===== src/rtl/db_pkg.sv =====
// Shared types and constants for the key-value DB request path.
// Holds the default key/flag widths, DB status codes and arbiter states.
package db_pkg;

    localparam int DB_KEY_SIZE  = 96;
    localparam int DB_FLAG_SIZE = 4;

    localparam logic [DB_FLAG_SIZE-1:0] SUSPECTION = DB_FLAG_SIZE'(1);
    localparam logic [DB_FLAG_SIZE-1:0] ARREST     = DB_FLAG_SIZE'(2);
    localparam logic [DB_FLAG_SIZE-1:0] FILTERED   = DB_FLAG_SIZE'(3);
    localparam logic [DB_FLAG_SIZE-1:0] EXPIRED    = DB_FLAG_SIZE'(4);

    typedef enum logic [1:0] {
        IDLE  = 2'd0,
        ISSUE = 2'd1,
        GAP   = 2'd2
    } arb_state_e;

endpackage


===== src/rtl/db_tag_fifo.sv =====
// Synchronous tag FIFO remembering which requester issued each DB command.
// Pointers carry an extra wrap bit so count is a plain subtraction.
module db_tag_fifo #(
    parameter int DW    = 1,
    parameter int DEPTH = 8,
    localparam int AW   = $clog2(DEPTH)
) (
    input  logic          clk,
    input  logic          rst,
    input  logic          push,
    input  logic [DW-1:0] din,
    input  logic          pop,
    output logic [DW-1:0] dout,
    output logic          full,
    output logic          empty,
    output logic [AW:0]   count
);

    logic [DW-1:0] mem [DEPTH];
    logic [AW:0]   wr_ptr;
    logic [AW:0]   rd_ptr;

    always_ff @(posedge clk) begin
        if (rst) begin
            wr_ptr <= '0;
            rd_ptr <= '0;
        end else begin
            if (push) wr_ptr <= wr_ptr + 1'b1;
            if (pop)  rd_ptr <= rd_ptr + 1'b1;
        end
    end

    // Storage needs no reset; only pointers define validity.
    always_ff @(posedge clk) begin
        if (push) mem[wr_ptr[AW-1:0]] <= din;
    end

    assign count = wr_ptr - rd_ptr;
    assign full  = (count == (AW+1)'(DEPTH));
    assign empty = (wr_ptr == rd_ptr);
    assign dout  = mem[rd_ptr[AW-1:0]];

endmodule


===== src/rtl/db_req_arb.sv =====
// Round-robin sharing of the single DB lookup/update port between requesters.
// Commands are single-cycle pulses with a forced idle gap; responses routed by tag.
module db_req_arb
    import db_pkg::*;
#(
    parameter int N_REQ     = 2,
    parameter int KEY_SIZE  = DB_KEY_SIZE,
    parameter int FLAG_SIZE = DB_FLAG_SIZE,
    parameter int ISSUE_GAP = 2,
    parameter int MAX_OUT   = 8
) (
    input  logic                       clk,
    input  logic                       rst,
    input  logic [N_REQ-1:0]           req_valid,
    output logic [N_REQ-1:0]           req_ready,
    input  logic [N_REQ*KEY_SIZE-1:0]  req_key,
    input  logic [N_REQ*FLAG_SIZE-1:0] req_flag,
    output logic                       db_valid,
    output logic [KEY_SIZE-1:0]        db_key,
    output logic [FLAG_SIZE-1:0]       db_flag,
    input  logic                       db_out_valid,
    input  logic [FLAG_SIZE-1:0]       db_out_flag,
    output logic [N_REQ-1:0]           rsp_valid,
    output logic [FLAG_SIZE-1:0]       rsp_flag,
    output logic [$clog2(MAX_OUT):0]   outstanding,
    output logic                       err_orphan
);

    localparam int PW = $clog2(N_REQ);
    localparam int OW = $clog2(MAX_OUT);
    localparam int GW = $clog2(ISSUE_GAP + 1);

    arb_state_e     state;
    arb_state_e     state_nx;
    logic [GW-1:0]  gap_cnt;
    logic [GW-1:0]  gap_nx;
    logic [PW-1:0]  ptr;
    logic [PW-1:0]  win;
    logic           found;
    logic [PW:0]    sum;
    logic           grant;
    logic           pop;
    logic           can_grant;
    logic           fifo_full;
    logic           fifo_empty;
    logic [PW-1:0]  head;
    logic [OW:0]    count;
    logic [N_REQ-1:0] rsp_q;

    // A response popping this cycle frees a slot for a grant this cycle.
    assign pop       = db_out_valid & ~fifo_empty;
    assign can_grant = ~fifo_full | pop;

    always_comb begin
        found = 1'b0;
        win   = '0;
        sum   = '0;
        for (int k = 0; k < N_REQ; k++) begin
            sum = {1'b0, ptr} + (PW+1)'(k);
            if (sum >= (PW+1)'(N_REQ)) sum = sum - (PW+1)'(N_REQ);
            if (!found && req_valid[sum[PW-1:0]]) begin
                found = 1'b1;
                win   = sum[PW-1:0];
            end
        end
    end

    always_comb begin
        state_nx  = state;
        gap_nx    = gap_cnt;
        req_ready = '0;
        db_valid  = 1'b0;
        grant     = 1'b0;
        unique case (state)
            IDLE: begin
                if (found && can_grant) begin
                    req_ready[win] = 1'b1;
                    grant          = 1'b1;
                    state_nx       = ISSUE;
                end
            end
            ISSUE: begin
                db_valid = 1'b1;
                state_nx = GAP;
                gap_nx   = GW'(ISSUE_GAP - 1);
            end
            GAP: begin
                if (gap_cnt == '0) state_nx = IDLE;
                else               gap_nx   = gap_cnt - 1'b1;
            end
            default: state_nx = IDLE;
        endcase
        // Nothing may leave the block while it is being reset.
        if (rst) begin
            req_ready = '0;
            db_valid  = 1'b0;
            grant     = 1'b0;
        end
    end

    always_ff @(posedge clk) begin
        if (rst) begin
            state      <= IDLE;
            gap_cnt    <= '0;
            ptr        <= '0;
            db_key     <= '0;
            db_flag    <= '0;
            rsp_q      <= '0;
            rsp_flag   <= '0;
            err_orphan <= 1'b0;
        end else begin
            state   <= state_nx;
            gap_cnt <= gap_nx;
            if (grant) begin
                db_key  <= req_key[win*KEY_SIZE +: KEY_SIZE];
                db_flag <= req_flag[win*FLAG_SIZE +: FLAG_SIZE];
                ptr     <= (win == PW'(N_REQ - 1)) ? '0 : win + 1'b1;
            end
            rsp_q <= '0;
            if (pop) begin
                rsp_q[head] <= 1'b1;
                rsp_flag    <= db_out_flag;
            end
            if (db_out_valid && fifo_empty) err_orphan <= 1'b1;
        end
    end

    db_tag_fifo #(
        .DW    (PW),
        .DEPTH (MAX_OUT)
    ) u_tags (
        .clk   (clk),
        .rst   (rst),
        .push  (grant),
        .din   (win),
        .pop   (pop),
        .dout  (head),
        .full  (fifo_full),
        .empty (fifo_empty),
        .count (count)
    );

    assign rsp_valid   = rsp_q & {N_REQ{~rst}};
    assign outstanding = count;

endmodule


===== config.mk =====
export PLATFORM = sky130hd
export DESIGN_NAME = db_req_arb
export DESIGN_NICKNAME = d
export VERILOG_FILES = /design/src/rtl/db_pkg.sv /design/src/rtl/db_tag_fifo.sv /design/src/rtl/db_req_arb.sv
export SDC_FILE = /design/constraint.sdc
export NUM_CORES = 1
export LEC_CHECK = 0
export ABC_CLOCK_PERIOD_IN_PS = 3950
export BUFFER_PORTS_ARGS = -buffer_cell sky130_fd_sc_hd__buf_2
export CAP_MARGIN = 20
export CORE_AREA = 2 2 124 126
export CTS_CLUSTER_DIAMETER = 120
export CTS_CLUSTER_SIZE = 30
export DETAILED_ROUTE_END_ITERATION = 12
export DIE_AREA = 0 0 126 128
export GPL_TIMING_DRIVEN = 0
export HOLD_SLACK_MARGIN = 0.02
export PLACE_DENSITY = 0.79
export SYNTH_ARGS = -nofsm -noshare
export SYNTH_HDL_FRONTEND = slang
export SYNTH_SLANG_ARGS = --single-unit
export TNS_END_PERCENT = 30

===== constraint.sdc =====
create_clock -name clk -period 3.95 [get_ports clk]
set_input_delay 0.79 -clock clk [delete_from_list [all_inputs] [get_ports clk]]
set_output_delay 0.79 -clock clk [all_outputs]
set_load 0.01 [all_outputs]

; Yosys cells after proc, flatten, opt, wreduce, memory -nomap -nowiden
; Memory sizes are Yosys's and may differ from the RTL's. A register that Yosys moved wholly into a read port is not among the register bits.
; Index checks and enable logic that the tools add are counted.
[op_classes]
add_sub_neg = 8
n_mul = 1
order_cmp = 8
eq_ne = 7
shift = 2
muxes = 32
bitwise = 7
n_reduce_logical = 12
[ops]
columns = operator, n
row1 = $shiftx A192 B9 Y96, 1
row2 = $mux W1, 20
row3 = $mux W2, 6
row4 = $add A4 B1 Y4 const B, 2
row5 = $lt A1 B2 Y1 const B, 4
row6 = $shiftx A8 B4 Y4, 1
row7 = $mux W3, 2
row8 = $ne A2 B2 Y1 const B, 3
row9 = $pmux W2 S3, 1
row10 = $logic_and A1 B1 Y1, 5
row11 = $eq A4 B4 Y1, 1
row12 = $eq A4 B4 Y1 const B, 1
row13 = $logic_not A2 Y1, 2
row14 = $not A1 Y1, 4
row15 = $pmux W2 S2, 1
row16 = $reduce_and A2 Y1, 2
row17 = $sub A4 B4 Y4, 1
row18 = $mul A1 B2 Y3 const B, 1
row19 = $add A1 B1 Y2 const B, 1
row20 = $and A2 B2 Y2, 1
row21 = $demux W1 S1, 2
row22 = $eq A2 B1 Y1 const B, 1
row23 = $eq A2 B2 Y1 const B, 1
row24 = $ge A1 B1 Y1 const B, 2
row25 = 10 further kinds, 11
[totals]
reg_bits = 120
ram_bits = 8
inputBits = 209
out_inout_bits = 114
memories = 1
[memory_table]
columns = memory, depth, word_bits, rd, rd_clocked_by_memory_dff, wr, line_no
row1 = u_tags.mem, 8, 1, 1, 1, 1, db_tag_fifo.sv:19  ; logic [DW-1:0] mem [DEPTH];

; Longest topological paths before layout
; Gate-level depths: netlist of run 1.
[logic_depth]
depth_word = 15
depth_mapped = 11
mapped_depth_nobuf = 8

; By module
; From an unflattened synthesis of run 1, not the netlist that was laid out.
[unflattened]
cells_unflattened = 590
hier_area_um2 = 6145.9
[by_module_without_submodules]
columns = module, instances, cells_each, area_each_um2
row1 = db_req_arb, 1, 510, 5272.6
row2 = db_tag_fifo, 1, 80, 873.3

; Worst setup path after synthesis of run 1
; OpenSTA, ideal clock, no wires.
[synth_path]
kind = flip-flop to output port
startpoint = reg u_tags.wr_ptr[0]
endpoint = out req_ready[0]
arrival_time_ns = 2.247
required_ns = 3.160
path_slack_ns = 0.913
stages_incl_launch_ff = 11
path_buffers = 2
cell_sequence = dfxtp_1 -> clkbuf_1 -> inv_1 -> ha_1 -> fa_1 -> xor2_1 -> and3_1 -> a41oi_2 -> buf_6 -> nor2b_1 -> and2_1
[synth_via]
elab_chain_cells = 8
word_cells_on_any_way = 11
cone_classes = add/sub (1) / eq/ne (2) / mux (3) / bitwise (4) / reduce/logical (1)
[synth_rtl]
columns = element, line_no
row1 = "start, declared", db_tag_fifo.sv:20  ; logic [AW:0] wr_ptr;
row2 = "start signal, assigned", db_tag_fifo.sv:28  ; if (push) wr_ptr <= wr_ptr + 1'b1;
row3 = $sub A4 B4 Y4 or $eq A4 B4 Y1 (tied branches), "db_tag_fifo.sv:38, db_tag_fifo.sv:40"
row4 = $eq A4 B4 Y1 or $not A1 Y1 (tied branches), "db_tag_fifo.sv:39, db_req_arb.sv:51"
row5 = $not A1 Y1 or $and A1 B1 Y1 (tied branches), "db_req_arb.sv:52, db_req_arb.sv:51"
row6 = $or A1 B1 Y1 *, db_req_arb.sv:52  ; assign can_grant = ~fifo_full | pop;
row7 = $logic_and A1 B1 Y1 *, db_req_arb.sv:76  ; if (found && can_grant) begin
row8 = $mux W2 *, db_req_arb.sv:76
row9 = $mux W2 *, db_req_arb.sv:74  ; unique case (state)
row10 = $mux W2 *, db_req_arb.sv:94  ; if (rst) begin
row11 = "end, declared", db_req_arb.sv:15  ; output logic [N_REQ-1:0] req_ready,
; Mark *: on every way between the ends. The rest lies on a longest branch, timed or not.

; Worst setup path after layout of run 1
[layout_path]
startpoint = reg u_tags.wr_ptr[0]
endpoint = out req_ready[1]
; Same word-level chain as after synthesis.

==> impl_metrics.py, run 1 <==
metrics = {
    "drt": {
        "dr.pass1.iters": 5,
        "vias_per_cell": 5.127,
        "wl_per_cell_um": 15.93,
        "drc": 0,
        "ant_nets": 0,
        "wl_mm": 19.80,
        "drtIter0Drc": 365,
        "via_count": 6373,
    },
    "yosys": {
        "ys_ff_latch": 131,
        "syn_nets": 919,
        "yosys.area_share.simple_pct": 24.07,
        "synth_edf_count": 8,
        "ys_types": 39,
        "synth_seq_area_share_pct": 46.76,
        "synthMuxAreaShare_pct": 1.321,
        "synth_xor_area_share_pct": 0.8876,
        "synth_flop_cell": "dfxtp_1",
        "yosys_warnings": 0,
        "async_flop_share_pct": 0,
        "avgSynthCellArea_um2": 8.221,
        "synth_compound_gate_area_share_pct": 19.05,
        "synthAdderAreaFrac_pct": 1.645,
        "synth_top_family_by_area": "simple AND/OR/NAND/NOR gates",
        "netlist_area_um2": 5779,
        "syn_inst": 703,
    },
    "floorplanning": {
        "design.die.area_um2": 16130,
        "initial_core_util_pct": 38.88,
        "io_pins": 323,
        "core_um2": 14860,
        "rows": 45,
        "die_y_um": 128,
        "dieWidth_um": 126,
    },
    "grt": {
        "grt.overflow.total": 0,
        "grtUsageTotal_pct": 23.73,
        "grt_pass1_wl_mm": 30.35,
        "antenna_found_initial": 3,
        "grt_max_degree": 18,
        "grt_pass1_vias": 6204,
    },
    "layout": {
        "fillCellCount": 1425,
        "multi_input_area_um2": 2718,
        "layout_common_cells": "334 x buf_2, 216 x nand2_1, 122 x dfxtp_1, 119 x nor2_1, 90 x a311oi_1",
        "final_cells": 1243,
        "syn_to_final_growth_pct": 42.07,
        "finalNetCount": 1258,
        "ff_latch_area_um2": 2704,
        "drive_gt1_share_pct": 37.04,
        "final_common_cell": "buf_2",
    },
    "job": {
        "maxCapViolCount": 0,
    },
    "outcome": {
        "status": "finished clean",
    },
    "timing": {
        "maxSlewHeadroom_pct": 48.88,
        "setup_tns_ns": 0,
        "min_period_over_period_pct": 92.99,
        "fmax_ghz": 0.2722,
        "hold_viol": 0,
        "rsz0062_at_grt": "no",
        "fin_ws_ns": 0.2768,
        "finalMaxSlewViolations": 0,
        "finalSetupViolations": 0,
        "final.min_clock_period_ns": 3.673,
        "skew_ns": 0.01320,
        "worst_pin_slew_ns": 0.7669,
    },
    "worst_setup_path": {
        "arrival_ns": 2.88,
        "worstSetupEndpointType": "primary output",
        "cp_max_fo": 10,
        "cp.required_ns": 3.16,
        "path_class": "register to primary output",
        "startpoint_type": "register",
    },
    "power": {
        "leakage_uw": 0.003954,
        "vdd_drop_max_v": 0.0004260,
        "finalPower_uw": 6896,
        "powerDensity_nw_per_um2": 839.9,
    },
    "clock_tree": {
        "cts_root_buffer": "clkbuf_16",
        "post-cts-setup-buffers": 0,
        "cts_max_level": 4,
        "cts_tree": "done",
        "clk_latency_ns": 0.42,
        "cts_buffers": 17,
        "clk_pin_slew_worst_paths_ns": 0.05,
        "clock-sinks": 131,
        "cts_buffer_depth": 2,
    },
    "placement": {
        "preCtsSetupSlack_ns": 0.4155,
        "dp_cells": 1212,
        "port_buffers": 321,
        "gp_congestion": 0.8404,
        "place_hpwl_mm": 14.72,
    },
    "hold_path": {
        "min_path_type": "register to register",
    },
}
[repair_timing]
action | in CTS | in global routing
pin swaps | 0 | 0
endpoints found under the setup margin | 2 | 2
resized for setup | 1 | 1
hold buffers | 0 | 0
gates cloned | 0 | 0
[synthesized netlist by cell type, drive strengths merged, types with 3 or more instances]
| cell | number | area share [%] |
|---|---|---|
| nor2b | 3 | 0.32 |
| o21ai | 4 | 0.41 |
| nor3 | 3 | 0.26 |
| nor2 | 119 | 7.7 |
| xnor2 | 3 | 0.45 |
| a21oi | 12 | 1.0 |
| nand3b | 3 | 0.39 |
| buf | 23 | 3.0 |
| and2 | 3 | 0.32 |
| nand2 | 216 | 14 |
| edfxtp | 8 | 4.2 |
| inv | 13 | 0.84 |
| nand3 | 4 | 0.35 |
| clkbuf | 37 | 2.4 |
| a311oi | 100 | 16 |
| ha | 6 | 1.3 |
| dfxtp | 123 | 43 |
[final cells by class]
type / instances / share of cell area (%)
Antenna cell: 2 / 0.06096
Buffer: 59 / 3.764
Clock buffer: 27 / 6.629
Clock inverter: 3 / 0.4877
Inverter: 13 / 0.5943
Multi-Input combinational cell: 499 / 33.10
Sequential cell: 131 / 32.93
Tap cell: 188 / 2.865
Timing Repair Buffer: 321 / 19.57
[critical path, cell delays in order (launching register included)]
cell	delay [ns]
dfxtp_2	0.40
inv_1	0.10
ha_1	0.21
fa_1	0.38
xor2_1	0.17
and3_1	0.20
a41oi_2	0.25
buf_6	0.24
nor2b_2	0.25
and2_1	0.14
buf_2	0.12
[final timing paths]
kind / startpoint / to / slack [ns] / cells after the start
worst max-delay path: u_tags.wr_ptr[0]$_SDFFE_PP0P_ / req_ready[1] / 0.28 / 10
worst min-delay path: rsp_flag[0]$_SDFFE_PP0P_ / rsp_flag[0]$_SDFFE_PP0P_ / 0.45 / 2
worst max register to register: u_tags.wr_ptr[0]$_SDFFE_PP0P_ / u_tags.mem[4]$_DFFE_PP_ / 1.11 / 9
worst min register to register: rsp_flag[0]$_SDFFE_PP0P_ / rsp_flag[0]$_SDFFE_PP0P_ / 0.45 / 2
[routing by layer]
metal / part of all wire [%] / GRT usage, %
met5: 0.086 / 0
met4: 2.8 / 8.727
met3: 7.3 / 7.721
met2: 49 / 39.85
met1: 41 / 28.52
[through the flow]
| step | utilization [%] | hold WS, ns | cell area [µm²] |
|---|---|---|---|
| 3_3_place_gp | 51.27 | 0.4386 | 7621 |
| 6_report | 55.24 | 0.4526 | 8210 |
| 3_5_place_dp | 51.27 | 0.4516 | 7621 |
| 2_1_floorplan | - | 0.4751 | 5779 |
| 5_1_grt | 55.20 | 0.4780 | 8205 |
| 4_1_cts | 55.22 | 0.4590 | 8208 |
[registers in the layout, indices dropped and copies added, names as in the netlist, named ones only]
signal,flops
rsp_flag,4
gap_cnt,2
u_tags.rd_ptr,4
u_tags.mem,8
state,2
err_orphan,1
db_flag,4
db_key,96
u_tags.wr_ptr,4
ptr,1
rsp_q,2
[where the power goes]
| group | internal [µW] | switching [µW] | leakage, µW | total (µW) |
|---|---|---|---|---|
| clock | 995 | 561 | 0.000290 | 1560 |
| sequential | 1900 | 308 | 0.00109 | 2200 |
| combinational | 1270 | 1870 | 0.00257 | 3140 |
| total | 4160 | 2740 | 0.00395 | 6900 |
[kinds of logic after synthesis]
family,Yosys count
xor gates and xnor gates,5
buffers and inverters,73
adders and majority gates,7
DFF,131
AOI/OAI and AO/OA,125
muxes,5
and+or+nand+nor,357
(Power assumes the default switching activity.)
==> run 2, diff against run 1 <==
--- a/config.mk
+++ b/config.mk
@@ -5,7 +5,7 @@
 export SDC_FILE = /design/constraint.sdc
 export NUM_CORES = 1
 export LEC_CHECK = 0
-export ABC_CLOCK_PERIOD_IN_PS = 3950
+export ABC_CLOCK_PERIOD_IN_PS = 3490
 export BUFFER_PORTS_ARGS = -buffer_cell sky130_fd_sc_hd__buf_2
 export CAP_MARGIN = 20
 export CORE_AREA = 2 2 124 126
==> constraint.sdc (replaced) <==
create_clock -name clk -period 3.49 [get_ports clk]
set_input_delay 0.698 -clock clk [delete_from_list [all_inputs] [get_ports clk]]
set_output_delay 0.698 -clock clk [all_outputs]
set_load 0.01 [all_outputs]
==> run 2 against run 1 <==
Net effect: final cell count rose by 0.16%; sequential share of layout area fell by 0.080 points; combinational power rose by 15%; sequential power rose by 13%; clock skew barely moved; first-iteration DRC count rose by 6.6%; flip-flop and latch count did not move; worst hold slack barely moved; non-clock buffer count rose by 2; critical path depth did not move; register-to-register slack got worse by 0.56 ns; via count rose by 0.44%.
==> impl_metrics.py, run 2 (same netlist as run 1, synthesis figures left out) <==
metrics = {
    "grt": {
        "grt_pass1_wl_mm": 30.39,
        "grtUsageTotal_pct": 23.79,
        "grt.overflow.total": 0,
        "antenna_found_initial": 3,
        "grt_max_degree": 18,
        "grt_pass1_vias": 6227,
    },
    "worst_setup_path": {
        "arrival_ns": 2.67,
        "r2r-start": "u_tags.wr_ptr[0]$_SDFFE_PP0P_",
        "max_stage_delay_ns": 0.40,
        "crit_chain": "inv_1, ha_1, fa_1, xor2_1, and3_1, a41oi_2, buf_6, nor2b_4, and2_1, buf_2",
        "cp_max_fo": 8,
        "startpoint_type": "register",
        "cp.required_ns": 2.79,
        "path_class": "register to primary output",
        "critPathLaunch": "u_tags.wr_ptr[0]$_SDFFE_PP0P_",
        "cpMaxStageDelayCell": "dfxtp_2",
        "worstSetupEndpointType": "primary output",
    },
    "clock_tree": {
        "cts_buffer_depth": 2,
        "clk_latency_ns": 0.42,
        "clock-sinks": 131,
        "cts_buffers": 17,
        "cts_root_buffer": "clkbuf_16",
        "cts_tree": "done",
        "cts_max_level": 4,
        "clk_pin_slew_worst_paths_ns": 0.05,
    },
    "power": {
        "finalPower_uw": 7852,
        "powerDensity_nw_per_um2": 954.1,
        "leakage_uw": 0.003968,
        "vdd_drop_max_v": 0.0004822,
    },
    "hold_path": {
        "min_from": "rsp_flag[0]$_SDFFE_PP0P_",
        "min_path_type": "register to register",
    },
    "layout": {
        "largest_reg_flops": 96,
        "top_register": "db_key",
        "layout_common_cells": "334 x buf_2, 216 x nand2_1, 122 x dfxtp_1, 119 x nor2_1, 90 x a311oi_1",
        "drive_gt1_share_pct": 37.16,
        "fin_util_pct": 55.37,
        "finalNetCount": 1260,
        "final_common_cell": "buf_2",
        "syn_to_final_growth_pct": 42.41,
    },
    "drt": {
        "drtIter0Drc": 389,
        "dr.pass1.iters": 5,
        "wl_per_cell_um": 15.97,
        "drc": 0,
        "ant_nets": 0,
        "via_count": 6401,
        "vias_per_cell": 5.141,
        "wl_mm": 19.88,
    },
    "timing": {
        "setup_tns_ns": 0,
        "hold-worst-slack_ns": 0.4526,
        "final.min_clock_period_ns": 3.366,
        "finalMaxSlewViolations": 0,
        "fmax_ghz": 0.2971,
        "min_period_over_period_pct": 96.46,
        "worst_pin_slew_ns": 0.8187,
        "hold_viol": 0,
        "maxSlewHeadroom_pct": 45.42,
        "fin_ws_ns": 0.1236,
        "skew_ns": 0.01297,
        "finalSetupViolations": 0,
        "rsz0062_at_grt": "no",
    },
    "placement": {
        "gp_congestion": 0.8404,
        "place_hpwl_mm": 14.72,
        "port_buffers": 321,
        "preCtsSetupSlack_ns": 0.04748,
    },
    "floorplanning": {
        "io_pins": 323,
        "die_y_um": 128,
        "rows": 45,
        "core_um2": 14860,
        "initial_core_util_pct": 38.88,
        "design.die.area_um2": 16130,
        "dieWidth_um": 126,
    },
    "job": {
        "maxCapViolCount": 0,
    },
    "outcome": {
        "status": "finished clean",
    },
}
==> run 2: cell count changes in the layout (fill, tap and decap cells not counted) <==
cell and delta:
buf_4 +2, nor2b_4 +1, nor2b_2 -1
==> run 2: metrics by stage <==
| stage | cells | instance area [µm²] |
|---|---|---|
| finish | 1245 | 8230 |
| global route | 1243 | 8225 |
| CTS | 1242 | 8213 |
| detailed placement | 1212 | 7621 |
| global placement | 1212 | 7621 |
| floorplan | 703 | 5779 |
==> run 2: per-layer routing <==
| layer | GRT usage (%) | share of wire, % | vias to the layer above |
|---|---|---|---|
| li1 | - | - | 3118 |
| met1 | 28.55 | 41 | 2961 |
| met2 | 39.56 | 49 | 273 |
| met3 | 7.846 | 7.5 | 47 |
| met4 | 9.438 | 3.0 | 2 |
| met5 | 0 | 0.055 | - |
==> run 2: path summary, 6_finish.rpt <==
| kind | to | slack, ns | cells past startpoint |
|---|---|---|---|
| max | req_ready[1] | 0.12 | 10 |
| min | rsp_flag[0]$_SDFFE_PP0P_ | 0.45 | 2 |
| max reg2reg | u_tags.mem[4]$_DFFE_PP_ | 0.55 | 10 |
| min reg2reg | rsp_flag[0]$_SDFFE_PP0P_ | 0.45 | 2 |
==> run 2: worst max-delay path, delay by kind of cell (launching register included) <==
family | cells | cell delay [ns]
xor gates and xnor gates | 1 | 0.17
AOI/OAI and AO/OA | 1 | 0.23
DFF | 1 | 0.40
and+or+nand+nor | 3 | 0.49
buffers and inverters | 3 | 0.36
adders and majority gates | 2 | 0.59
==> run 2: repair_timing <==
item,4_1_cts,5_1_grt
hold buffers,0,0
resized for setup,2,1
setup buffers,1,1
endpoints found under the setup margin,2,2
pin swaps,0,1
==> run 2: area by class of cell <==
class / count / area, µm²
Fill cell: 1421 / 6634
Buffer: 59 / 309.0
Tap cell: 188 / 235.2
Clock buffer: 27 / 544.3
Inverter: 13 / 48.80
Timing Repair Buffer: 323 / 1622
Multi-Input combinational cell: 499 / 2723
Sequential cell: 131 / 2704
Antenna cell: 2 / 5.005
Clock inverter: 3 / 40.04
==> run 2: where the power goes <==
| group | switching, µW | total [µW] | leakage, µW | internal, µW |
|---|---|---|---|---|
| clock | 634 | 1760 | 0.000290 | 1130 |
| combinational | 2140 | 3600 | 0.00259 | 1460 |
| sequential | 348 | 2490 | 0.00109 | 2150 |
==> run 3, diff against run 2 <==
--- a/config.mk
+++ b/config.mk
@@ -5,17 +5,17 @@
 export SDC_FILE = /design/constraint.sdc
 export NUM_CORES = 1
 export LEC_CHECK = 0
-export ABC_CLOCK_PERIOD_IN_PS = 3490
+export ABC_CLOCK_PERIOD_IN_PS = 4100
 export BUFFER_PORTS_ARGS = -buffer_cell sky130_fd_sc_hd__buf_2
 export CAP_MARGIN = 20
-export CORE_AREA = 2 2 124 126
+export CORE_AREA = 2 2 127 129
 export CTS_CLUSTER_DIAMETER = 120
 export CTS_CLUSTER_SIZE = 30
 export DETAILED_ROUTE_END_ITERATION = 12
-export DIE_AREA = 0 0 126 128
+export DIE_AREA = 0 0 129 131
 export GPL_TIMING_DRIVEN = 0
 export HOLD_SLACK_MARGIN = 0.02
-export PLACE_DENSITY = 0.79
+export PLACE_DENSITY = 0.76
 export SYNTH_ARGS = -nofsm -noshare
 export SYNTH_HDL_FRONTEND = slang
 export SYNTH_SLANG_ARGS = --single-unit
==> constraint.sdc (replaced) <==
create_clock -name clk -period 4.1 [get_ports clk]
set_input_delay 0.82 -clock clk [delete_from_list [all_inputs] [get_ports clk]]
set_output_delay 0.82 -clock clk [all_outputs]
set_load 0.01 [all_outputs]
==> run 3 against run 2 <==
Net effect: clock power shrank 10%; global-route usage up 0.12 points; routed wire length rose by 3.1%; design area grew 0.52%; critical path depth stayed put; flip-flop and latch count unchanged; sequential power down 14%; final cell count rose by 2.2%; setup slack better by 0.17 ns; critical path type unchanged; highest routed layer unchanged.
==> impl_metrics.py, run 3 (same netlist as run 1, synthesis figures left out) <==
metrics = {
    "layout": {
        "drive_gt1_share_pct": 37.25,
        "top_register": "db_key",
        "layout_common_cells": "334 x buf_2, 216 x nand2_1, 123 x dfxtp_1, 119 x nor2_1, 90 x a311oi_1",
        "fillCellCount": 1523,
        "syn_to_final_growth_pct": 43.15,
        "largest_reg_flops": 96,
        "final_common_cell": "buf_2",
        "finalNetCount": 1258,
    },
    "floorplanning": {
        "initial_core_util_pct": 37.05,
        "io_pins": 323,
        "rows": 46,
        "dieWidth_um": 129,
        "core_um2": 15600,
        "design.die.area_um2": 16900,
        "die_y_um": 131,
    },
    "clock_tree": {
        "clk_latency_ns": 0.42,
        "cts_max_level": 4,
        "hold_buffers": 0,
        "cts.repair.resized": 0,
        "cts_buffer_depth": 2,
        "cts_root_buffer": "clkbuf_16",
        "post-cts-setup-buffers": 0,
        "cts_tree": "done",
        "clock-sinks": 131,
        "cts_buffers": 17,
        "clk_pin_slew_worst_paths_ns": 0.06,
    },
    "grt": {
        "antenna_found_initial": 4,
        "grt_pass1_wl_mm": 31.00,
        "grt_use_met2_pct": 39.93,
        "use_met3_pct": 7.003,
        "busiest_layer": "met2",
        "grt_use_met1_pct": 29.46,
        "grtUsageTotal_pct": 23.91,
        "grt.overflow.total": 0,
        "grt_pass1_vias": 6042,
        "grt_max_degree": 18,
    },
    "worst_setup_path": {
        "cp.required_ns": 3.28,
        "path_class": "register to primary output",
        "worstSetupEndpointType": "primary output",
        "cp_max_fo": 10,
        "startpoint_type": "register",
        "arrival_ns": 2.98,
    },
    "drt": {
        "wl_per_cell_um": 16.10,
        "drc": 0,
        "wl_mm": 20.50,
        "drtIter0Drc": 362,
        "ant_nets": 0,
        "via_count": 6404,
        "dr.pass1.iters": 4,
        "vias_per_cell": 5.031,
    },
    "timing": {
        "maxSlewHeadroom_pct": 45.18,
        "min_period_over_period_pct": 92.72,
        "fin_ws_ns": 0.2986,
        "fmax_ghz": 0.2631,
        "hold_viol": 0,
        "rsz0062_at_grt": "no",
        "skew_ns": 0.009990,
        "worst_pin_slew_ns": 0.8223,
        "finalSetupViolations": 0,
        "finalMaxSlewViolations": 0,
        "final.min_clock_period_ns": 3.801,
        "setup_tns_ns": 0,
    },
    "placement": {
        "port_buffers": 321,
        "place_hpwl_mm": 15.34,
        "gp_congestion": 0.8764,
        "preCtsSetupSlack_ns": 0.4828,
    },
    "power": {
        "comb_power_share_pct": 45.0,
        "leakage_uw": 0.003973,
        "p_switching_uw": 2681,
        "vdd_drop_max_v": 0.0003561,
        "clkPwrFrac_pct": 23.5,
        "p_sw_share_pct": 39.78,
        "seq_power_share_pct": 31.5,
        "powerDensity_nw_per_um2": 814.7,
        "p_int_uw": 4059,
    },
    "outcome": {
        "status": "finished clean",
    },
    "hold_path": {
        "min_path_type": "register to register",
    },
    "job": {
        "maxCapViolCount": 0,
    },
}
## run 3: critical path, cell delays in order, from the launching register on
cell	delay [ns]
dfxtp_1	0.46
inv_1	0.12
ha_1	0.23
fa_1	0.38
xor2_1	0.17
and3_1	0.20
a41oi_2	0.27
buf_6	0.25
nor2b_2	0.23
and2_1	0.14
buf_2	0.13
## run 3: routing by layer
metal  wire (µm)  share of wire, %  vias to the layer above
met5          27              0.13                        -
li1            -                 -                     3122
met3        1365               6.7                       34
met4         420               2.0                        4
met1        8555                42                     2998
met2       10130                49                      246
## run 3: power by group through the flow
stage          combinational [µW]  sequential (µW)  clock, µW
4_1_cts                      3060             2120       1600
3_3_place_gp                 3010             2120          0
6_report                     3030             2130       1580
3_5_place_dp                 3050             2130          0
5_1_grt                      3360             2180       1670
2_1_floorplan                1690             2340          0
## run 3: stage by stage
stage                     hold slack [ns]  area (µm²)  utilization [%]  instances  total power [µW]
after floorplan                    0.4751        5779                -        703              4024
final                              0.4514        8273            53.04       1273              6740
after global placement             0.4395        7656            49.09       1240              5132
after CTS                          0.4527        8269            53.02       1272              6773
after global routing               0.4783        8268            53.01       1271              7223
after detailed placement           0.4446        7656            49.09       1240              5182
## run 3: path summary, 6_finish.rpt
check                                startpoint                  endpoint  slack [ns]  cells after the start
setup / recovery  u_tags.wr_ptr[0]$_SDFFE_PP0P_              req_ready[1]        0.30                     10
hold / removal         rsp_flag[2]$_SDFFE_PP0P_  rsp_flag[2]$_SDFFE_PP0P_        0.45                      2
setup reg to reg  u_tags.wr_ptr[0]$_SDFFE_PP0P_   u_tags.mem[0]$_DFFE_PP_        1.26                      9
hold reg to reg        rsp_flag[2]$_SDFFE_PP0P_  rsp_flag[2]$_SDFFE_PP0P_        0.45                      2
## run 3: area by class of cell
class,count,area (µm²),share of cell area (%)
diodes,2,5.005,0.06050
clock buffers,22,484.2,5.853
repair buffers,321,1607,19.42
plain buffers,59,309.0,3.736
inverters,13,48.80,0.5898
multi-input cells,499,2718,32.85
well taps,216,270.3,3.267
clock inverters,10,128.9,1.558
flip-flops and latches,131,2703,32.67
